<file path="src/rtl/copperv_cpu_pkg.sv">
`default_nettype none
// ============================================================================
//  Module      : copperv_cpu_pkg
//  Description : Shared defaults and helpers for the copperv_cpu core. Holds
//                the default register file geometry and a helper that turns a
//                lane index into a bit offset inside a packed bus.
//  Revision    : 1.0 - initial release
// ============================================================================
package copperv_cpu_pkg;

    localparam int c_default_data_width = 32;
    localparam int c_default_reg_width  = 5;

    // Bit offset of lane 'addr' in a packed bus whose lanes are 'width' bits wide
    function automatic int reg_idx(input int addr, input int width);
        return addr * width;
    endfunction

endpackage
`default_nettype wire

</file>
<file path="src/rtl/regfile_read_port.sv">
`default_nettype none
// ============================================================================
//  Module      : regfile_read_port
//  Description : One synchronous read port of the register file. Selects the
//                addressed register, applies same-cycle write bypass (highest
//                write port wins), forces register 0 to zero when enabled and
//                captures the scoreboard bit for the addressed register.
//  Revision    : 1.0 - initial release
// ============================================================================
module regfile_read_port
    import copperv_cpu_pkg::*;
#(
    parameter int DATA_WIDTH = c_default_data_width,
    parameter int REG_WIDTH  = c_default_reg_width,
    parameter int REG_LENGTH = 2 ** REG_WIDTH,
    parameter int NUM_WRITE  = 1,
    parameter int BYPASS     = 1,
    parameter int ZERO_REG   = 1
) (
    input  logic                             clk,
    input  logic                             rst,
    input  logic                             rd_en,
    input  logic [REG_WIDTH-1:0]             rd_addr,
    input  logic [REG_LENGTH*DATA_WIDTH-1:0] mem_flat,
    input  logic [REG_LENGTH-1:0]            busy_vec,
    input  logic [NUM_WRITE-1:0]             wr_en,
    input  logic [NUM_WRITE*REG_WIDTH-1:0]   wr_addr,
    input  logic [NUM_WRITE*DATA_WIDTH-1:0]  wr_data,
    output logic [DATA_WIDTH-1:0]            rd_data,
    output logic                             rd_busy
);

    logic                  w_hit;
    logic [DATA_WIDTH-1:0] w_byp_data;
    logic [DATA_WIDTH-1:0] w_mem_data;
    logic                  w_is_zero;
    logic [DATA_WIDTH-1:0] w_data_next;
    logic                  w_busy_next;
    logic [DATA_WIDTH-1:0] r_rd_data;
    logic                  r_rd_busy;

    // Address mux, bypass priority compare, zero-register gating and busy capture
    always_comb begin
        w_hit      = 1'b0;
        w_byp_data = '0;
        w_mem_data = mem_flat[reg_idx(int'(rd_addr), DATA_WIDTH) +: DATA_WIDTH];
        // Ascending scan: the last (highest-index) matching port overrides
        for (int k = 0; k < NUM_WRITE; k++) begin
            if (wr_en[k] && (wr_addr[reg_idx(k, REG_WIDTH) +: REG_WIDTH] == rd_addr)) begin
                w_hit      = 1'b1;
                w_byp_data = wr_data[reg_idx(k, DATA_WIDTH) +: DATA_WIDTH];
            end
        end
        w_is_zero = (ZERO_REG != 0) && (rd_addr == '0);
        if (w_is_zero) begin
            w_data_next = '0;
            w_busy_next = 1'b0;
        end else begin
            w_data_next = ((BYPASS != 0) && w_hit) ? w_byp_data : w_mem_data;
            // A same-cycle write clears the pending bit before any new set lands
            w_busy_next = busy_vec[rd_addr] & ~w_hit;
        end
    end

    // Registered read result; held while the port is idle
    always_ff @(posedge clk) begin
        if (!rst) begin
            r_rd_data <= '0;
            r_rd_busy <= 1'b0;
        end else if (rd_en) begin
            r_rd_data <= w_data_next;
            r_rd_busy <= w_busy_next;
        end
    end

    assign rd_data = r_rd_data;
    assign rd_busy = r_rd_busy;

endmodule
`default_nettype wire

</file>
<file path="src/rtl/regfile_mp.sv">
`default_nettype none
// ============================================================================
//  Module      : regfile_mp
//  Description : Multi-port integer register file with NUM_READ synchronous
//                read ports, NUM_WRITE write ports, optional write-to-read
//                bypass and a per-register busy scoreboard.
//  Revision    : 1.0 - initial release
// ============================================================================
module regfile_mp
    import copperv_cpu_pkg::*;
#(
    parameter int DATA_WIDTH = c_default_data_width,
    parameter int REG_WIDTH  = c_default_reg_width,
    parameter int NUM_READ   = 2,
    parameter int NUM_WRITE  = 1,
    parameter int BYPASS     = 1,
    parameter int ZERO_REG   = 1,
    parameter int REG_LENGTH = 2 ** REG_WIDTH
) (
    input  logic                            clk,
    input  logic                            rst,
    input  logic [NUM_WRITE-1:0]            wr_en,
    input  logic [NUM_WRITE*REG_WIDTH-1:0]  wr_addr,
    input  logic [NUM_WRITE*DATA_WIDTH-1:0] wr_data,
    input  logic [NUM_READ-1:0]             rd_en,
    input  logic [NUM_READ*REG_WIDTH-1:0]   rd_addr,
    output logic [NUM_READ*DATA_WIDTH-1:0]  rd_data,
    output logic [NUM_READ-1:0]             rd_busy,
    input  logic                            busy_set_en,
    input  logic [REG_WIDTH-1:0]            busy_set_addr,
    output logic [REG_LENGTH-1:0]           busy_vec
);

    logic [DATA_WIDTH-1:0]            r_mem [REG_LENGTH];
    logic [REG_LENGTH*DATA_WIDTH-1:0] w_mem_flat;
    logic [REG_LENGTH-1:0]            r_busy_vec;
    logic [REG_LENGTH-1:0]            w_busy_next;

    // Flatten the storage array so each read port can index it as one bus
    for (genvar i = 0; i < REG_LENGTH; i++) begin : g_flat
        assign w_mem_flat[i*DATA_WIDTH +: DATA_WIDTH] = r_mem[i];
    end

    // Register storage update; later write ports override earlier ones
    always_ff @(posedge clk) begin
        if (!rst) begin
            for (int i = 0; i < REG_LENGTH; i++) begin
                r_mem[i] <= '0;
            end
        end else begin
            for (int k = 0; k < NUM_WRITE; k++) begin
                if (wr_en[k] &&
                    !((ZERO_REG != 0) && (wr_addr[reg_idx(k, REG_WIDTH) +: REG_WIDTH] == '0))) begin
                    r_mem[wr_addr[reg_idx(k, REG_WIDTH) +: REG_WIDTH]] <=
                        wr_data[reg_idx(k, DATA_WIDTH) +: DATA_WIDTH];
                end
            end
        end
    end

    // Scoreboard next state: writes clear first, then a new producer sets
    always_comb begin
        w_busy_next = r_busy_vec;
        for (int k = 0; k < NUM_WRITE; k++) begin
            if (wr_en[k]) begin
                w_busy_next[wr_addr[reg_idx(k, REG_WIDTH) +: REG_WIDTH]] = 1'b0;
            end
        end
        if (busy_set_en && !((ZERO_REG != 0) && (busy_set_addr == '0))) begin
            w_busy_next[busy_set_addr] = 1'b1;
        end
    end

    // Scoreboard register
    always_ff @(posedge clk) begin
        if (!rst) begin
            r_busy_vec <= '0;
        end else begin
            r_busy_vec <= w_busy_next;
        end
    end

    assign busy_vec = r_busy_vec;

    for (genvar j = 0; j < NUM_READ; j++) begin : g_rd
        regfile_read_port #(
            .DATA_WIDTH (DATA_WIDTH),
            .REG_WIDTH  (REG_WIDTH),
            .REG_LENGTH (REG_LENGTH),
            .NUM_WRITE  (NUM_WRITE),
            .BYPASS     (BYPASS),
            .ZERO_REG   (ZERO_REG)
        ) u_rd (
            .clk      (clk),
            .rst      (rst),
            .rd_en    (rd_en[j]),
            .rd_addr  (rd_addr[j*REG_WIDTH +: REG_WIDTH]),
            .mem_flat (w_mem_flat),
            .busy_vec (r_busy_vec),
            .wr_en    (wr_en),
            .wr_addr  (wr_addr),
            .wr_data  (wr_data),
            .rd_data  (rd_data[j*DATA_WIDTH +: DATA_WIDTH]),
            .rd_busy  (rd_busy[j])
        );
    end

endmodule
`default_nettype wire

</file>
<file path="config.mk">
export PLATFORM = sky130hd
export DESIGN_NAME = regfile_mp
export DESIGN_NICKNAME = d
export VERILOG_FILES = /design/src/rtl/copperv_cpu_pkg.sv /design/src/rtl/regfile_read_port.sv /design/src/rtl/regfile_mp.sv
export SDC_FILE = /design/constraint.sdc
export NUM_CORES = 2
export LEC_CHECK = 0
export CORE_MARGIN = 3
export CORE_UTILIZATION = 60
export CTS_CLUSTER_SIZE = 12
export DETAILED_ROUTE_END_ITERATION = 12
export GPL_TIMING_DRIVEN = 0
export HOLD_SLACK_MARGIN = 0.02
export PLACE_DENSITY = 0.78
export SLEW_MARGIN = 20
export SYNTH_ARGS = -nofsm -noshare
export SYNTH_HDL_FRONTEND = slang
export SYNTH_SLANG_ARGS = --single-unit
</file>
<file path="constraint.sdc">
create_clock -name clk -period 6.5 [get_ports clk]
set_input_delay 1.3 -clock clk [delete_from_list [all_inputs] [get_ports clk]]
set_output_delay 1.3 -clock clk [all_outputs]
set_load 0.01 [all_outputs]
</file>
==> results.md <==
Timing:
- The worst path in the final design needs a cycle of 4.47 ns, including I/O delays and setup.
- The max-slew headroom at the worst pin is 14.5%.
- The worst path uses 68.8% of the clock period.
- On the final layout, the worst hold slack is 0.484 ns.
- The highest clock rate is 0.223 GHz.
- For the pin with the worst max-slew slack, the measured transition is 1.28 ns.
- Setup violations remaining at the end of the flow were counted as 0.
- Clock skew on the completed layout was measured at 0.0287 ns.
- Setup repair after global routing left no endpoint under its margin.
- The final-report max-slew violation count is 0.
- The final hold violation count is 0.

Die:
- During I/O placement, the number of pins put on the boundary was 156.
- The floorplan die height is 318 um.
- The die covers 101000 um2.
- The initialized floorplan defines 113 standard-cell rows.
- The initial core utilization is 61.0%.
- The placeable core area is 95700 um2.
- Measured along the x axis, the die boundary spans 318 um.

Yosys:
- The number of distinct library cell variants in the gate-level netlist after synthesis is 45.
- Of the synthesized area, sequential elements account for 56.0%.
- The compound-gate portion of the synthesized area is 2.79%.
- The Yosys warning count is 0.
- The biggest area contributor in the post-synthesis netlist is sky130_fd_sc_hd__edfxtp_1.
- Each instance of the synthesized netlist takes up on average 15.7 um2.
- The synthesized netlist devotes 0.150% of its cell area to XOR and XNOR gates.
- The number of flip-flops and latches in the synthesized netlist is 1122.
- The area of the mapped netlist is 58400 um2.
- By area the synthesized netlist is led by sky130_fd_sc_hd__edfxtp_1 (53%), sky130_fd_sc_hd__mux4_2 (25%), sky130_fd_sc_hd__and2_1 (11%).
- The most used flip-flop cell after synthesis is sky130_fd_sc_hd__edfxtp_1.
- The number of flops mapped to enable cells by yosys is 1024.
- The mux share of post-synthesis cell area is 25.3%.
- The dominant combinational cell family by area after synthesis is multiplexers.
- The number of instances in the synthesized netlist is 3721.
- The post-synthesis simple-gate area fraction is 12.9%.
- Of the post-synthesis cell area, the dominant cell type holds 52.6%.
- Of all flip-flops after synthesis, the portion carrying an async set or reset was 0%.
- After Yosys synthesis, full adders, half adders and majority gates account for 0% of the synthesized area.

Pwr:
- Across the VDD grid, the largest voltage drop is 0.228 mV.
- For this design the ratio of total power to cell area is 258 nW/um2.
- The total leakage power is 22.4 nW.

Worst setup path:
- The category of the critical setup timing path is in2reg.
- In this run the worst path has a maximum fanout of 10.
- The launching point of the worst reg2reg path is r_mem[7][6].
- The capturing point of the worst reg2reg path is g_rd[0].u_rd.rd_data[6].
- The worst reg2reg path depth is 4.
- The launching element type of the critical path is a primary input.
- In this run the register-to-register setup slack is 4.45 ns.
- The nature of the critical path endpoint is a flip-flop.
- The critical path data arrival time is 5.04 ns.
- The data required time at the worst endpoint is 7.06 ns.

Drt:
- Across all layers, the routed design uses 38800 vias.
- Dividing the detail-routed via count by the number of cells gives 7.14.
- In the routed design, unresolved DRC markers number 0.
- Once detail routing completed, the nets flagged for antenna violations numbered 0.
- The number of iterations in the first detailed-routing pass is 9.
- After detailed routing, the average wire length per cell comes to 36.4 um.
- The first routing iteration left 7308 violations.
- The final layout contains routed wiring with a total length of 198000 um.

Cells and area:
- The ratio of cells with drive above 1 in the final layout is 23.6%.
- The layout overhead on the synthesized area is 14.3%.
- The library cells used most frequently in the layout, excluding fill and tap cells, are sky130_fd_sc_hd__edfxtp_1 (1024), sky130_fd_sc_hd__and2_1 (992), sky130_fd_sc_hd__mux4_2 (647).
- In the final design database the tool counted 4117 nets.
- The most frequent standard cell in the layout excluding fill and tap cells is sky130_fd_sc_hd__edfxtp_1.
- Fill cells in the final layout number 6162.
- At the end of the flow the core is filled with cells to 69.7%.

Clocking:
- TritonCTS created 114 clock buffers.
- The number of cells upsized or downsized after cts is 0.
- After clock tree synthesis, the setup repair step added 0 buffers.
- The H-tree was split into 3 levels.
- The tree is rooted in a sky130_fd_sc_hd__clkbuf_16.
- After clock tree synthesis, the flow added hold-fix buffers numbering 0.
- The TritonCTS clock tree is yes.
- The tree built by TritonCTS fans out to 1122 sinks.
- At the later pin of the worst-skew pair, clock insertion delay measures 0.72 ns.
- The longest clock path from root to sink contains 3 buffers.
- Clock-pin slew was measured on the worst setup and hold paths at 0.06 ns.

Global route:
- The global-route wire length before repair is 278000 um.
- The initial antenna violation count is 12.
- For this run the aggregate overflow at the end of global routing stands at 0.
- The number of global-route vias before repair is 38800.
- Global routing consumed, over all layers together, 39.2% of the routing resources.
- The largest net degree at the start of global routing is 30.

Worst hold path:
- In this run the most critical hold path is launched from g_rd[1].u_rd.rd_data[18].
- The number of instances on the worst hold path is 2.
- The end point of the most critical hold path is g_rd[1].u_rd.rd_data[18].
- The class of the tightest hold or removal check is reg2reg.

Place:
- The congestion estimate from routability-driven global placement came to 0.992.
- The number of buffer cells added on primary ports is 144.
- After legalization and detailed placement, the total HPWL measured 147000 um.

Flow run:
- The tool flagged a number of max-cap violations equal to 0.

Status:
- The run finished with clean final reports.
-- per-stage QoR --
stage               setup WS [ns]  power, mW  instances  setup TNS [ns]  instance area [um2]
global route                 2.10       17.5       5420               0                66700
floorplan                    1.54       9.85       3752               0                58500
detailed placement           1.46       10.9       5208               0                63200
global placement            -2.37       10.7       5161        -1380.46                61600
finish                       2.03       17.2       5430               0                66800
CTS                          2.19       17.0       5419               0                66700
-- sequential cells by signal, summed over array words and instances, names as in the netlist --
signal / cells
busy_vec: 32
g_rd.u_rd.rd_busy: 2
g_rd.u_rd.rd_data: 64
r_mem: 1024
-- cell families after synthesis --
group,Yosys count
and+or+nand+nor,1237
xor gates and xnor gates,10
AOI/OAI and AO/OA,274
buffers and inverters,411
DFF,1122
muxes,666
other,1
-- final cells by class --
cell class / count / area (um2) / area share (%)
diodes: 11 / 27.5 / 0.0412
plain buffers: 398 / 1690 / 2.53
clock buffers: 177 / 3240 / 4.86
multi-input cells: 2219 / 24500 / 36.6
well taps: 1265 / 1580 / 2.37
flip-flops and latches: 1122 / 32700 / 49.0
clock inverters: 34 / 278 / 0.416
inverters: 13 / 48.8 / 0.0731
repair buffers: 191 / 2720 / 4.07
-- metal layers --
| layer | vias up | wire [um] | global-route usage, % |
|---|---|---|---|
| li1 | 15100 | - | - |
| met3 | 736 | 35700 | 18.0 |
| met5 | - | 75 | 0 |
| met2 | 3639 | 87000 | 57.7 |
| met1 | 19400 | 63200 | 49.8 |
| met4 | 6 | 11700 | 18.6 |
-- synth_stat cells (all sizes together) (2+ instances only) --
cell type     n
nor2b        34
nor3b         5
mux4        647
nand2b       62
a21oi        91
nand2        39
a32o          2
nor2         45
or3b          3
o211ai        2
and2        992
o2111ai       2
buf          91
dfxtp        98
a221oi       10
nand3b        6
clkbuf      307
o32ai         3
o31a          2
edfxtp     1024
nand3        36
inv          13
mux2i        19
nand4         2
xnor2        10
o22ai         2
nor3          5
and3b         2
and3          3
a22oi        64
o21ai        91
-- report_power, final --
part,switching (mW),internal [mW],total [mW]
logic,1.29,1.03,2.32
clock network,2.84,3.53,6.38
registers,0.252,8.27,8.52
-- worst max-delay path by stage --
stage / end / slack (ns) / from
after floorplan: r_mem[4][0] / 1.54 / wr_addr[4]
after global placement: r_mem[4][19] / -2.37 / wr_addr[4]
after detailed placement: g_rd[0].u_rd.rd_data[13] / 1.46 / rd_addr[1]
after CTS: r_mem[12][29] / 2.19 / wr_addr[4]
after global routing: r_mem[12][29] / 2.10 / wr_addr[4]
final: r_mem[12][28] / 2.03 / wr_addr[4]
-- worst max-delay path, cell delays in order --
cell and delay, ns:
sky130_fd_sc_hd__clkdlybuf4s50_1 0.54, sky130_fd_sc_hd__or3_1 0.14, sky130_fd_sc_hd__clkbuf_1 0.57, sky130_fd_sc_hd__nand3b_1 0.40, sky130_fd_sc_hd__clkbuf_1 0.54, sky130_fd_sc_hd__nor2_1 0.71
sky130_fd_sc_hd__clkbuf_1 0.60, sky130_fd_sc_hd__and2_1 0.23
(Power assumes the default switching activity.)
